**config.mk**
```make
export PLATFORM = sky130hd
export DESIGN_NAME = norm_round754
export DESIGN_NICKNAME = d
export VERILOG_FILES = /design/src/rtl/fp754_pkg.sv /design/src/rtl/norm_round754_lzc24.sv /design/src/rtl/norm_round754.sv
export SDC_FILE = /design/constraint.sdc
export NUM_CORES = 1
export LEC_CHECK = 0
export ABC_CLOCK_PERIOD_IN_PS = 9300
export CORE_ASPECT_RATIO = 0.75
export CORE_MARGIN = 10
export CORE_UTILIZATION = 56
export CTS_CLUSTER_DIAMETER = 150
export DETAILED_ROUTE_END_ITERATION = 12
export GPL_TIMING_DRIVEN = 0
export PLACE_DENSITY = 0.86
export SLEW_MARGIN = 15
export SYNTH_ARGS = -nofsm -noshare
export SYNTH_HDL_FRONTEND = slang
export SYNTH_HIERARCHICAL = 1
export SYNTH_SLANG_ARGS = --single-unit
```
**constraint.sdc**
```tcl
create_clock -name clk -period 9.3 [get_ports clk]
set_clock_uncertainty 0.15 [all_clocks]
set_input_delay 2.325 -clock clk [delete_from_list [all_inputs] [get_ports clk]]
set_output_delay 2.325 -clock clk [all_outputs]
set_load 0.005 [all_outputs]
```
**src/rtl/fp754_pkg.sv**
```systemverilog
// Shared types and constants for the single-precision add/sub datapath.
package fp754_pkg;

    // Sequencer states of the normalize/round stage
    typedef enum logic [1:0] {
        IDLE  = 2'd0,
        NORM  = 2'd1,
        ROUND = 2'd2,
        DONE  = 2'd3
    } state_t;

    localparam logic [7:0]  EXP_MAX = 8'hFF;
    localparam int          BIAS    = 127;
    localparam logic [31:0] QNAN    = 32'h7FC00000;
    localparam logic [31:0] POS_INF = 32'h7F800000;

    // Packed single-precision word
    typedef struct packed {
        logic        sign;
        logic [7:0]  exp;
        logic [22:0] frac;
    } fp32_t;

endpackage

```
**src/rtl/norm_round754_lzc24.sv**
```systemverilog
// Combinational 24-bit leading-zero counter; an all-zero input reports 24.
module lzc24 (
    input  logic [23:0] i_val,
    output logic [4:0]  o_cnt
);

    // Scan upward so the highest set bit has the final say
    always_comb begin
        o_cnt = 5'd24;
        for (int i = 0; i < 24; i++) begin
            if (i_val[i]) o_cnt = 5'(23 - i);
        end
    end

endmodule

```
**src/rtl/norm_round754.sv**
```systemverilog
// Post-add normalize + round-to-nearest-even stage for single precision.
// Optional macro NORM754_LZC_EN: single-cycle left normalization via
// leading-zero count and barrel shift; default is one bit per cycle.
module norm_round754
    import fp754_pkg::*;
#(
    parameter int EXP_W = 8,
    parameter int MAN_W = 23
) (
    input  logic                   clk,
    input  logic                   reset,
    input  logic                   start,
    input  logic                   sign_i,
    input  logic [EXP_W-1:0]       exp_i,
    input  logic [MAN_W+1:0]       mant_i,
    input  logic [2:0]             grs_i,
    input  logic                   bypass_i,
    input  logic [EXP_W+MAN_W:0]   bypass_val_i,
    output logic [EXP_W+MAN_W:0]   R,
    output logic                   ready,
    output logic                   busy
);

    localparam int MW = MAN_W + 2;   // carry + hidden + fraction
    localparam int EW = EXP_W + 1;   // spare bit exposes over/underflow
    localparam logic [EW-1:0] EXP_INF = {1'b0, {EXP_W{1'b1}}};

    state_t            r_state;
    logic              r_sign;
    logic [EW-1:0]     r_exp;
    logic [MW-1:0]     r_mant;
    logic              r_g, r_r, r_s;

    logic [EXP_W+MAN_W:0] w_inf, w_zero;
    logic [EW-1:0]        w_rsexp;
    logic                 w_up;
    logic [MAN_W+1:0]     w_rsum;
    logic [EW-1:0]        w_rexp;
    logic [MAN_W-1:0]     w_rfrac;
    logic [MW-1:0]        w_lmant;
    logic [EW-1:0]        w_lexp;
    logic                 w_lg, w_lr, w_luf;

    assign w_inf   = {r_sign, {EXP_W{1'b1}}, {MAN_W{1'b0}}};
    assign w_zero  = {r_sign, {(EXP_W+MAN_W){1'b0}}};
    assign w_rsexp = r_exp + EW'(1);

    // RNE increment; a carry out of the 24-bit significand bumps the exponent
    assign w_up    = r_g & (r_r | r_s | r_mant[0]);
    assign w_rsum  = {1'b0, r_mant[MAN_W:0]} + {{(MAN_W+1){1'b0}}, w_up};
    assign w_rexp  = r_exp + {{EXP_W{1'b0}}, w_rsum[MAN_W+1]};
    assign w_rfrac = w_rsum[MAN_W+1] ? '0 : w_rsum[MAN_W-1:0];

`ifdef NORM754_LZC_EN
    localparam state_t LSH_NEXT = ROUND;
    logic [4:0]       w_lzc;
    logic [MAN_W+2:0] w_wide;

    lzc24 u_lzc (
        .i_val (r_mant[MAN_W:0]),
        .o_cnt (w_lzc)
    );

    // Guard and round ride along the barrel shift; zeros fill below them
    assign w_wide  = {r_mant[MAN_W:0], r_g, r_r} << w_lzc;
    assign w_lmant = {1'b0, w_wide[MAN_W+2:2]};
    assign w_lg    = w_wide[1];
    assign w_lr    = w_wide[0];
    assign w_lexp  = r_exp - {{(EW-5){1'b0}}, w_lzc};
    assign w_luf   = (r_exp <= {{(EW-5){1'b0}}, w_lzc});
`else
    localparam state_t LSH_NEXT = NORM;

    // One-bit left step: guard enters the LSB, round moves into guard
    assign w_lmant = {1'b0, r_mant[MAN_W-1:0], r_g};
    assign w_lg    = r_r;
    assign w_lr    = 1'b0;
    assign w_lexp  = r_exp - EW'(1);
    assign w_luf   = (w_lexp == '0);
`endif

    // Sequencer: latch, normalize, round, then pulse ready for one cycle
    always_ff @(posedge clk or negedge reset) begin
        if (!reset) begin
            r_state <= IDLE;
            r_sign  <= 1'b0;
            r_exp   <= '0;
            r_mant  <= '0;
            r_g     <= 1'b0;
            r_r     <= 1'b0;
            r_s     <= 1'b0;
            R       <= '0;
            ready   <= 1'b0;
            busy    <= 1'b0;
        end else begin
            ready <= 1'b0;
            case (r_state)
                IDLE: begin
                    if (start) begin
                        r_sign              <= sign_i;
                        r_exp               <= {1'b0, exp_i};
                        r_mant              <= mant_i;
                        {r_g, r_r, r_s}     <= grs_i;
                        busy                <= 1'b1;
                        if (bypass_i) begin
                            R       <= bypass_val_i;
                            r_state <= DONE;
                        end else if (mant_i == '0 && grs_i == 3'b000) begin
                            R       <= '0;
                            r_state <= DONE;
                        end else begin
                            r_state <= NORM;
                        end
                    end
                end
                NORM: begin
                    if (r_exp == '0) begin
                        // zero exponent with a live mantissa would be subnormal
                        R       <= w_zero;
                        r_state <= DONE;
                    end else if (r_mant[MW-1]) begin
                        r_mant  <= r_mant >> 1;
                        r_g     <= r_mant[0];
                        r_r     <= r_g;
                        r_s     <= r_r | r_s;
                        r_exp   <= w_rsexp;
                        if (w_rsexp >= EXP_INF) begin
                            R       <= w_inf;
                            r_state <= DONE;
                        end else begin
                            r_state <= ROUND;
                        end
                    end else if (!r_mant[MW-2]) begin
                        if (w_luf) begin
                            R       <= w_zero;
                            r_state <= DONE;
                        end else begin
                            r_mant  <= w_lmant;
                            r_exp   <= w_lexp;
                            r_g     <= w_lg;
                            r_r     <= w_lr;
                            r_state <= LSH_NEXT;
                        end
                    end else begin
                        r_state <= ROUND;
                    end
                end
                ROUND: begin
                    if (w_rexp >= EXP_INF) R <= w_inf;
                    else                   R <= {r_sign, w_rexp[EXP_W-1:0], w_rfrac};
                    r_state <= DONE;
                end
                DONE: begin
                    ready   <= 1'b1;
                    busy    <= 1'b0;
                    r_state <= IDLE;
                end
                default: r_state <= IDLE;
            endcase
        end
    end

endmodule

```
==> run_results.csv, run 1 <==
group,metric,value,unit
run_status,status,"finished clean",
yosys,yosysWarnings,6,
cts,cts_tree,"yes",
worst_setup_path,path_cells,"clkdlybuf4s50_1 -> nor4_1 -> nand4_1 -> o211ai_1 -> nor2b_1 -> o311ai_4 -> buf_6 -> mux2_1",
worst_setup_path,slowest_delay,0.51,ns
finish,drive_gt1_frac,0.0744,
floorplan,die_x,131,µm
cts,cts_root_buf,"clkbuf_16",
pwr,power_density,355,mW/mm²
pwr,p_total,2.40,mW
worst_setup_path,r2r_end,"R[13]$_DFFE_PN0P_",
pwr,intPower,1.33,mW
sta,finalHoldViolCount,0,
yosys,syn_avg_cell_area,8.43,µm²
floorplan,pin_count,107,
sta,tns,0,ns
global_route,grt_first_pass_wirelength,26900,µm
yosys,yosys-top-cells-area,"dfrtp_1 (36%), nand2_1 (7.4%), a21oi_1 (6.8%)",
finish,antenna_cells,0,
yosys,seq_area_frac_synth,0.357,
yosys,synth_cells,616,
yosys,synth.area.mux_share,0.0933,
worst_setup_path,cp.arrival,4.94,ns
detailed_routing,wl_per_cell,19.3,µm
floorplan,core,0.00905,mm²
cts,clk_pin_slew,0.06,ns
cts,cts.sinks,74,
cts,cts.path.max_buffers,2,
sta,finalCriticalPeriod,4.87,ns
pwr,switching_share,0.448,
sta,holdWs,0.342,ns
detailed_routing,vias,5250,
cts,cts_htree_levels,3,
worst_setup_path,critPathSlowestCell,"nor4_1",
hold_path,min_path_type,"reg -> reg",
finish,area_growth_syn_to_layout,30.6,%
detailed_routing,postRouteAntennaNets,0,
place,placed_area,0.00644,mm²
cts,insertion_delay,0.34,ns
yosys,synth_simple_gate_area_frac,0.206,
global_route,grt_overflow_total,0,
pwr,combinationalPowerShare,0.575,
sta,clock.fmax,0.205,GHz
pwr,switchingPower,1.08,mW
yosys,syn_nets,701,
sta,setup_viol,0,
detailed_routing,drt_iter0_drc,533,
sta,tightest_slew,0.886,ns
worst_setup_path,worstSetupPathType,"in -> reg",
floorplan,rows,30,
run,drv_cap,0,
worst_setup_path,rr_worst_depth,13,
yosys,synth_area_leader_cell,"dfrtp_1",
yosys,synth_top_family_by_area,"compound AO/OA/AOI/OAI gates",
floorplan,die-height,103,µm
finish,finalNetCount,819,
yosys,synth-xor-area-share,0.0557,
yosys,synth_compound_area_frac,0.206,
yosys,async_flop_share,1.00,
pwr,p_leak,2.80,nW
worst_setup_path,r2r_start,"r_g$_DFFE_PN0P_",
sta,grt_setup_unrepaired,"no",
yosys,synth_edf_count,0,
sta,slew_viol_final,0,
yosys,yosys.area.top_type_share,0.357,
place,dpl.hpwl,12600,µm
yosys,synth_seq_cells,74,
worst_setup_path,critPathLaunchType,"input pin",
sta,relSlewSlack,0.404,
hold_path,min_path_cells,1,
yosys,yosysUniqueCellTypes,58,
yosys,synth_flop_cell,"dfrtp_1",
detailed_routing,routed_wl,16700,µm
hold_path,min_from,"R[9]$_DFFE_PN0P_",
global_route,antenna_found_initial,0,
cts,hold_buffers,0,
detailed_routing,drc,0,
worst_setup_path,crit_required,9.37,ns
yosys,synth_area,0.00519,mm²
hold_path,hold_path_end,"R[9]$_DFFE_PN0P_",
yosys,synth-adder-area-share,0.0289,
global_route,grt_max_degree,62,
worst_setup_path,cp-end-kind,"flip-flop",
yosys,yosysMostFrequentCell,"nand2_1",
detailed_routing,via_per_inst,6.06,
global_route,grtUsageTotal,0.243,
global_route,first_global_vias,5112,
worst_setup_path,ff2ff_setup_slack,4.74,ns
floorplan,start_util,0.574,
pwr,ir_worst_vdd,178,µV
place,portBuffers,106,
place,routabilityCongestion,0.962,
cts,cts_setup_buffers,0,
sta,post-route-period-util,0.524,
finish,stdcell_area,0.00678,mm²
cts,cts_made_buffers,9,
yosys,synth_commonest_cells,"nand2_1 (102), dfrtp_1 (74), a21oi_1 (71), nor2_1 (44), o21ai_0 (34)",
detailed_routing,drtPass1Iterations,8,
pwr,seq_power_share,0.257,
pwr,clkPwrFrac,0.168,
cts,cts_resized,0,
worst_setup_path,crit_fanout,10,
floorplan,dieArea,0.0136,mm²
worst max-delay path: cells and delay by family:
| family | cells | cell delay [ns] |
|---|---|---|
| muxes | 1 | 0.32 |
| AOI/OAI and AO/OA | 2 | 0.52 |
| buffers and inverters | 2 | 0.66 |
| and+or+nand+nor | 3 | 1.11 |
area by class of cell:
class	instances	area [µm²]
inverters	15	56.3
clock buffers	10	229
well taps	128	160
fillers	659	2260
plain buffers	49	221
flip-flops and latches	74	1850
clock inverters	6	115
repair buffers	107	1090
multi-input cells	478	3060
placed cells by master, fill, tap and decap left out, types with 4 or more instances in the layout:
cell type and n:
inv_1 15, nor2b_1 6, nor3_1 5, clkdlybuf4s50_1 105
buf_2 9, clkbuf_16 9, and2_1 4, nand2b_1 4
ha_1 12, mux2_1 16, xnor2_1 14, xor2_1 19
o31ai_1 27, a21oi_1 71, mux2_4 14, a211oi_1 4
and3_1 4, a211o_1 8, nand3_1 18, buf_1 4
nor4_1 7, nand4_1 12, clkbuf_1 33, o22ai_1 5
dfrtp_1 74, o21ai_0 34, nor2_1 44, nand2_1 102
mux2i_1 6
metrics by stage:
stage | setup slack (ns) | cells | utilization
6_report | 4.43 | 867 | 0.750
5_1_grt | 4.36 | 867 | 0.750
4_1_cts | 4.51 | 867 | 0.750
3_5_place_dp | 4.18 | 851 | 0.712
3_3_place_gp | 3.16 | 850 | 0.709
2_1_floorplan | 5.27 | 616 | -
power groups by stage:
| stage | Clock, mW | Sequential, mW | Combinational, mW |
|---|---|---|---|
| floorplan | 0 | 0.570 | 0.949 |
| global placement | 0 | 0.601 | 1.30 |
| detailed placement | 0 | 0.612 | 1.35 |
| CTS | 0.404 | 0.609 | 1.36 |
| global route | 0.419 | 0.633 | 1.52 |
| finish | 0.403 | 0.618 | 1.38 |
kinds of logic (layout without fill, tap and decap cells):
logic type	Yosys count	count (layout)
and+or+nand+nor	224	224
buffers and inverters	64	187
muxes	39	39
adders and majority gates	12	12
AOI/OAI and AO/OA	170	170
DFF	74	74
xor gates and xnor gates	33	33
routing by layer:
| metal | global-route usage | part of all wire | vias to the layer above |
|---|---|---|---|
| met5 | 0 | 0 | - |
| met3 | 0.0767 | 0.11 | 29 |
| met4 | 0.0698 | 0.016 | 0 |
| met2 | 0.376 | 0.44 | 327 |
| li1 | - | - | 2440 |
| met1 | 0.323 | 0.43 | 2454 |
sequential cells by signal, indices dropped and copies added, names as in the netlist:
name	count
R	32
busy	1
r_exp	9
r_g	1
r_mant	25
r_r	1
r_s	1
r_sign	1
r_state	2
ready	1
worst max path at each step:
stage / from / end / slack, ns / depth (start not counted)
final: mant_i[23] / R[14]$_DFFE_PN0P_ / 4.43 / 8
after detailed placement: mant_i[23] / R[3]$_DFFE_PN0P_ / 4.18 / 8
after global routing: r_g$_DFFE_PN0P_ / R[13]$_DFFE_PN0P_ / 4.36 / 13
after floorplan: mant_i[23] / R[18]$_DFFE_PN0P_ / 5.27 / 7
after CTS: mant_i[23] / R[3]$_DFFE_PN0P_ / 4.51 / 8
after global placement: reset / R[4]$_DFFE_PN0P_ / 3.16 / 1
Note: power is estimated with default switching activity, not from simulation.
==> run 2, diff against run 1 <==
--- a/config.mk
+++ b/config.mk
@@ -5,14 +5,14 @@
 export SDC_FILE = /design/constraint.sdc
 export NUM_CORES = 1
 export LEC_CHECK = 0
-export ABC_CLOCK_PERIOD_IN_PS = 9300
+export ABC_CLOCK_PERIOD_IN_PS = 4200
 export CORE_ASPECT_RATIO = 0.75
 export CORE_MARGIN = 10
-export CORE_UTILIZATION = 56
+export CORE_UTILIZATION = 47
 export CTS_CLUSTER_DIAMETER = 150
 export DETAILED_ROUTE_END_ITERATION = 12
 export GPL_TIMING_DRIVEN = 0
-export PLACE_DENSITY = 0.86
+export PLACE_DENSITY = 0.77
 export SLEW_MARGIN = 15
 export SYNTH_ARGS = -nofsm -noshare
 export SYNTH_HDL_FRONTEND = slang
==> constraint.sdc (replaced) <==
create_clock -name clk -period 4.2 [get_ports clk]
set_clock_uncertainty 0.15 [all_clocks]
set_input_delay 1.05 -clock clk [delete_from_list [all_inputs] [get_ports clk]]
set_output_delay 1.05 -clock clk [all_outputs]
set_load 0.005 [all_outputs]
==> run 2 against run 1 <==
  * Via count down 2.3%
  * Die area up 16%
  * Critical path depth up 5
  * Combinational power up 120%
  * Utilization down 12 points
  * Non-clock buffer count up 2
  * Setup slack worse by 4.1 ns
  * First-iteration DRC count down 6.9%
  * Register-to-register slack worse by 4.4 ns
  * Largest power group unchanged
==> run_results.csv, run 2 (synthesized netlist as in run 1, its figures left out) <==
group,metric,value,unit
detailed_routing,drtPass1Iterations,5,
global_route,grt_overflow_total,0,
worst_setup_path,crit_family,"simple AND/OR/NAND/NOR gates",
cts,hold_buffers,0,
sta,grt_setup_unrepaired,"no",
detailed_routing,drt_iter0_drc,496,
finish,final_cells,880,
worst_setup_path,critPathLaunchType,"flip-flop",
worst_setup_path,r2r_start,"r_g$_DFFE_PN0P_",
floorplan,die_x,141,µm
place,dpl.cell_count,863,
cts,cts.sinks,74,
place,routabilityCongestion,0.941,
global_route,grtUsageTotal,0.210,
pwr,power_density,780,mW/mm²
cts,cts.path.max_buffers,2,
finish,area_growth_syn_to_layout,31.7,%
finish,largest_reg_flops,32,
finish,nFillCells,934,
finish,multiInputGateArea,0.00309,mm²
worst_setup_path,critPathSlowestCell,"dfrtp_1",
global_route,grt_max_degree,62,
worst_setup_path,cp.arrival,4.05,ns
global_route,first_global_vias,5024,
global_route,antenna_found_initial,0,
cts,cts_htree_levels,3,
pwr,p_total,5.33,mW
finish,drive_gt1_frac,0.0811,
floorplan,dieArea,0.0157,mm²
finish,mostFrequentLayoutCells,"clkdlybuf4s50_1 (105), nand2_1 (102), dfrtp_1 (74)",
finish,final-seq-area,0.00185,mm²
sta,relSlewSlack,0.433,
floorplan,start_util,0.478,
worst_setup_path,cp-end-kind,"flip-flop",
cts,cts_root_buf,"clkbuf_16",
worst_setup_path,worstSetupPathType,"reg -> reg",
worst_setup_path,crit_required,4.34,ns
worst_setup_path,slowest_delay,0.48,ns
pwr,ir_worst_vdd,355,µV
floorplan,rows,33,
sta,post-route-period-util,0.931,
detailed_routing,routed_wl,16900,µm
hold_path,min_path_type,"reg -> reg",
floorplan,die-height,111,µm
finish,antenna_cells,0,
worst_setup_path,ff2ff_setup_slack,0.29,ns
cts,cts_tree,"yes",
worst_setup_path,path_cells,"and2_1 -> ha_1 -> nand2_1 -> nor4_4 -> and4_1 -> ha_1 -> ha_1 -> nand4_1 -> xor2_4 -> or3b_1 -> clkbuf_1 -> o31ai_1 -> mux2_4",
global_route,grt_first_pass_wirelength,27100,µm
worst_setup_path,rr_worst_depth,13,
sta,setup_viol,0,
hold_path,min_path_cells,1,
finish,reg.largest.list,"R x32, r_mant x25, r_exp x9",
place,dpl.hpwl,13000,µm
sta,slew_viol_final,0,
run_status,status,"finished clean",
sta,clock.fmax,0.256,GHz
place,portBuffers,106,
sta,tightest_slew,0.842,ns
hold_path,hold_path_end,"R[17]$_DFFE_PN0P_",
detailed_routing,wl_per_cell,19.3,µm
floorplan,core,0.0109,mm²
detailed_routing,vias,5129,
run,drv_cap,0,
detailed_routing,via_per_inst,5.83,
detailed_routing,drc,0,
pwr,p_leak,2.82,nW
worst_setup_path,crit_fanout,10,
sta,finalHoldViolCount,0,
sta,finalCriticalPeriod,3.91,ns
hold_path,min_from,"R[17]$_DFFE_PN0P_",
worst_setup_path,r2r_end,"R[13]$_DFFE_PN0P_",
floorplan,pin_count,107,
worst_setup_path,path_common_cell,"ha_1",
cts,clk_pin_slew,0.06,ns
detailed_routing,postRouteAntennaNets,0,
finish,regMostFlops,"R",
cts,cts_made_buffers,9,
worst_setup_path,cp_num_buf_inv,1,
cts,insertion_delay,0.34,ns
finish,layout_commonest_cell,"clkdlybuf4s50_1",
finish,finalNetCount,821,
## run 2: cell count changes in the layout (fill, tap and decap cells not counted)
cell | previous run | this run
clkbuf_1 | 33 | 30
buf_4 | 2 | 4
clkbuf_2 | 0 | 2
clkinv_4 | 2 | 1
inv_6 | 0 | 1
nor4_2 | 1 | 0
nor4_4 | 1 | 2
xor2_1 | 19 | 18
xor2_4 | 0 | 1
## run 2: what timing repair did
action | 4_1_cts | 5_1_grt
endpoints found under the hold margin | 0 | 0
setup endpoints to repair | 23 | 23
pin swaps | 1 | 1
resized for setup | 3 | 4
buffers inserted | 1 | 1
## run 2: how the worst max path moves through the flow
| stage | cells after the start | endpoint | slack (ns) | startpoint |
|---|---|---|---|---|
| after CTS | 13 | R[18]$_DFFE_PN0P_ | 0.19 | r_g$_DFFE_PN0P_ |
| final | 13 | R[13]$_DFFE_PN0P_ | 0.29 | r_g$_DFFE_PN0P_ |
| after detailed placement | 13 | R[18]$_DFFE_PN0P_ | -0.25 | r_g$_DFFE_PN0P_ |
| after global routing | 13 | R[3]$_DFFE_PN0P_ | 0.02 | r_g$_DFFE_PN0P_ |
| after global placement | 1 | R[26]$_DFFE_PN0P_ | -0.71 | reset |
| after floorplan | 13 | R[11]$_DFFE_PN0P_ | 0.50 | r_g$_DFFE_PN0P_ |
## run 2: report_power, final
part / internal, mW / leakage [nW] / switching [mW]
combinational: 1.33 / 1.73 / 1.74
sequential: 1.03 / 0.925 / 0.333
clock: 0.580 / 0.162 / 0.320
total: 2.94 / 2.82 / 2.39
## run 2: layout make-up
class / instances / area share
repair buffers: 109 / 0.161
clock inverters: 6 / 0.0168
well taps: 140 / 0.0256
clock buffers: 9 / 0.0329
multi-input cells: 478 / 0.452
inverters: 15 / 0.00823
plain buffers: 49 / 0.0328
flip-flops and latches: 74 / 0.271
## run 2: metrics by stage
stage          setup WS (ns)  hold slack (ns)  TNS (ns)  area [µm²]   util
2_1_floorplan          0.504            0.321         0        5190      -
3_3_place_gp          -0.706            0.325    -53.22        6430  0.592
6_report               0.291            0.339         0        6840  0.630
5_1_grt               0.0231            0.355         0        6840  0.630
3_5_place_dp          -0.252            0.331     -3.42        6450  0.594
4_1_cts                0.188            0.344         0        6830  0.629
## run 2: per-layer routing
| metal | share of wire | routed length [µm] | GRT usage | up-vias |
|---|---|---|---|---|
| met3 | 0.096 | 1620 | 0.0574 | 12 |
| met1 | 0.47 | 7950 | 0.304 | 2432 |
| met5 | 0 | 0 | 0 | - |
| li1 | - | - | - | 2440 |
| met2 | 0.43 | 7260 | 0.303 | 245 |
| met4 | 0.0068 | 115 | 0.0398 | 0 |
==> run 3, diff against run 2 <==
--- a/config.mk
+++ b/config.mk
@@ -7,7 +7,6 @@
 export LEC_CHECK = 0
 export ABC_CLOCK_PERIOD_IN_PS = 4200
 export CORE_ASPECT_RATIO = 0.75
-export CORE_MARGIN = 10
 export CORE_UTILIZATION = 47
 export CTS_CLUSTER_DIAMETER = 150
 export DETAILED_ROUTE_END_ITERATION = 12
==> run 3 against run 2 <==
  * Global-route usage increased by 7.6 points
  * Worst hold slack about the same
  * Sequential cell count unchanged
  * Critical path type unchanged
  * Utilization increased by 1.7 points
  * First-iteration DRC count decreased by 1.8%
  * Routed wire length decreased by 5.8%
==> run_results.csv, run 3 (synthesized netlist as in run 1, its figures left out) <==
group,metric,value,unit
finish,drive_gt1_frac,0.0864,
detailed_routing,drt_iter0_drc,487,
sta,tns,0,ns
worst_setup_path,rr_worst_depth,13,
pwr,power_density,764,mW/mm²
finish,finalNetCount,822,
worst_setup_path,cp.arrival,4.04,ns
detailed_routing,drc,0,
cts,cts_tree,"yes",
worst_setup_path,cp-end-kind,"flip-flop",
cts,cts.path.max_buffers,2,
finish,nFillCells,898,
finish,area_growth_syn_to_layout,30.8,%
finish,largest_reg_flops,32,
worst_setup_path,crit_fanout,10,
global_route,antenna_found_initial,0,
detailed_routing,postRouteAntennaNets,0,
floorplan,pin_count,107,
sta,relSlewSlack,0.428,
worst_setup_path,worstSetupPathType,"reg -> reg",
finish,regMostFlops,"R",
detailed_routing,routed_wl,16000,µm
sta,clock.fmax,0.255,GHz
cts,cts_htree_levels,3,
floorplan,rows,32,
run,drv_cap,0,
finish,reg.largest.list,"R x32, r_mant x25, r_exp x9",
place,portBuffers,106,
sta,finalCriticalPeriod,3.92,ns
finish,antenna_cells,0,
cts,clk_pin_slew,0.06,ns
worst_setup_path,crit_required,4.32,ns
global_route,grt_first_pass_wirelength,25000,µm
global_route,grt_max_degree,41,
run_status,status,"finished clean",
place,place_ws,-0.328,ns
sta,slew_viol_final,0,
sta,tightest_slew,0.850,ns
sta,finalWorstSetupSlack,0.278,ns
detailed_routing,wl_per_cell,18.2,µm
detailed_routing,vias,5196,
floorplan,core,0.0105,mm²
cts,cts_root_buf,"clkbuf_16",
cts,cts_made_buffers,9,
floorplan,dieArea,0.0115,mm²
detailed_routing,via_per_inst,5.92,
pwr,ir_worst_vdd,345,µV
global_route,first_global_vias,4853,
worst_setup_path,ff2ff_setup_slack,0.28,ns
finish,mostFrequentLayoutCells,"clkdlybuf4s50_1 (105), nand2_1 (102), dfrtp_1 (72)",
place,routabilityCongestion,0.939,
cts,hold_buffers,0,
hold_path,min_path_type,"reg -> reg",
worst_setup_path,critPathLaunchType,"flip-flop",
global_route,grt_overflow_total,0,
pwr,p_total,5.19,mW
sta,finalHoldViolCount,0,
global_route,grtUsageTotal,0.286,
detailed_routing,drtPass1Iterations,5,
hold_path,min_from,"R[14]$_DFFE_PN0P_",
finish,final_util,0.647,
place,dpl.hpwl,12000,µm
pwr,p_leak,2.80,nW
hold_path,hold_path_end,"R[14]$_DFFE_PN0P_",
floorplan,start_util,0.495,
finish,final_cells,877,
worst_setup_path,r2r_end,"R[6]$_DFFE_PN0P_",
finish,layout_commonest_cell,"clkdlybuf4s50_1",
place,dpl.cell_count,859,
sta,setup_viol,0,
cts,insertion_delay,0.33,ns
sta,post-route-period-util,0.934,
cts,cts.sinks,74,
hold_path,min_path_cells,1,
worst_setup_path,r2r_start,"r_g$_DFFE_PN0P_",
floorplan,die-height,93.0,µm
floorplan,die_x,123,µm
## run 3: cell types whose count changed in the layout (fill, tap and decap cells not counted), moves of 2 or more
cell       previous run  this run
bufinv_16             3         1
clkinv_2              0         2
dfrtp_1              74        72
dfrtp_2               0         2
ha_1                 12        10
ha_2                  0         2
## run 3: power by group
| part | switching (mW) | total (mW) | internal (mW) |
|---|---|---|---|
| sequential | 0.342 | 1.38 | 1.03 |
| clock | 0.293 | 0.765 | 0.471 |
| combinational | 1.72 | 3.05 | 1.33 |
## run 3: through the flow
step           hold slack (ns)  cell area [µm²]
2_1_floorplan            0.321             5190
3_3_place_gp             0.328             6420
3_5_place_dp             0.332             6440
4_1_cts                  0.344             6760
5_1_grt                  0.369             6790
6_report                 0.339             6790
## run 3: layout make-up
| class | count | area, µm² | area share |
|---|---|---|---|
| buffer | 49 | 225 | 0.0332 |
| clock buffer | 12 | 246 | 0.0363 |
| clock inverter | 3 | 40.0 | 0.00590 |
| inverter | 15 | 56.3 | 0.00829 |
| multi-input combinational | 478 | 3090 | 0.456 |
| sequential | 74 | 1850 | 0.273 |
| tap | 136 | 170 | 0.0251 |
| timing repair buffer | 110 | 1100 | 0.162 |
## run 3: routing by layer
| layer | global-route usage | routed length (µm) |
|---|---|---|
| met5 | 0 | 0 |
| met4 | 0.0823 | 252 |
| met2 | 0.424 | 6790 |
| met3 | 0.0598 | 1450 |
| met1 | 0.417 | 7470 |
## run 3: what timing repair did
item                                    4_1_cts  5_1_grt
resized for setup                             4        8
pin swaps                                     1        2
cloned                                        0        0
endpoints found under the setup margin       23       23
setup buffers                                 1        2
## run 3: worst max path at each step
stage / slack [ns] / depth (start not counted) / from / to
2_1_floorplan: 0.50 / 13 / r_g$_DFFE_PN0P_ / R[11]$_DFFE_PN0P_
3_3_place_gp: -0.70 / 1 / reset / R[27]$_DFFE_PN0P_
3_5_place_dp: -0.33 / 13 / r_g$_DFFE_PN0P_ / R[11]$_DFFE_PN0P_
4_1_cts: 0.07 / 13 / r_g$_DFFE_PN0P_ / R[11]$_DFFE_PN0P_
5_1_grt: -0.002 / 12 / r_mant[7]$_DFFE_PN0P_ / R[6]$_DFFE_PN0P_
6_report: 0.28 / 13 / r_g$_DFFE_PN0P_ / R[6]$_DFFE_PN0P_
## run 3: worst max-delay path, stage by stage, from the launching register on
cell and delay [ns]:
dfrtp_2 0.45, and2_1 0.22, ha_2 0.26, nand2_1 0.12
nor4_4 0.24, and4_1 0.27, ha_1 0.23, ha_2 0.28
nand4_1 0.23, xor2_4 0.26, or3b_1 0.38, clkbuf_1 0.24
o31ai_1 0.33, mux2_1 0.17
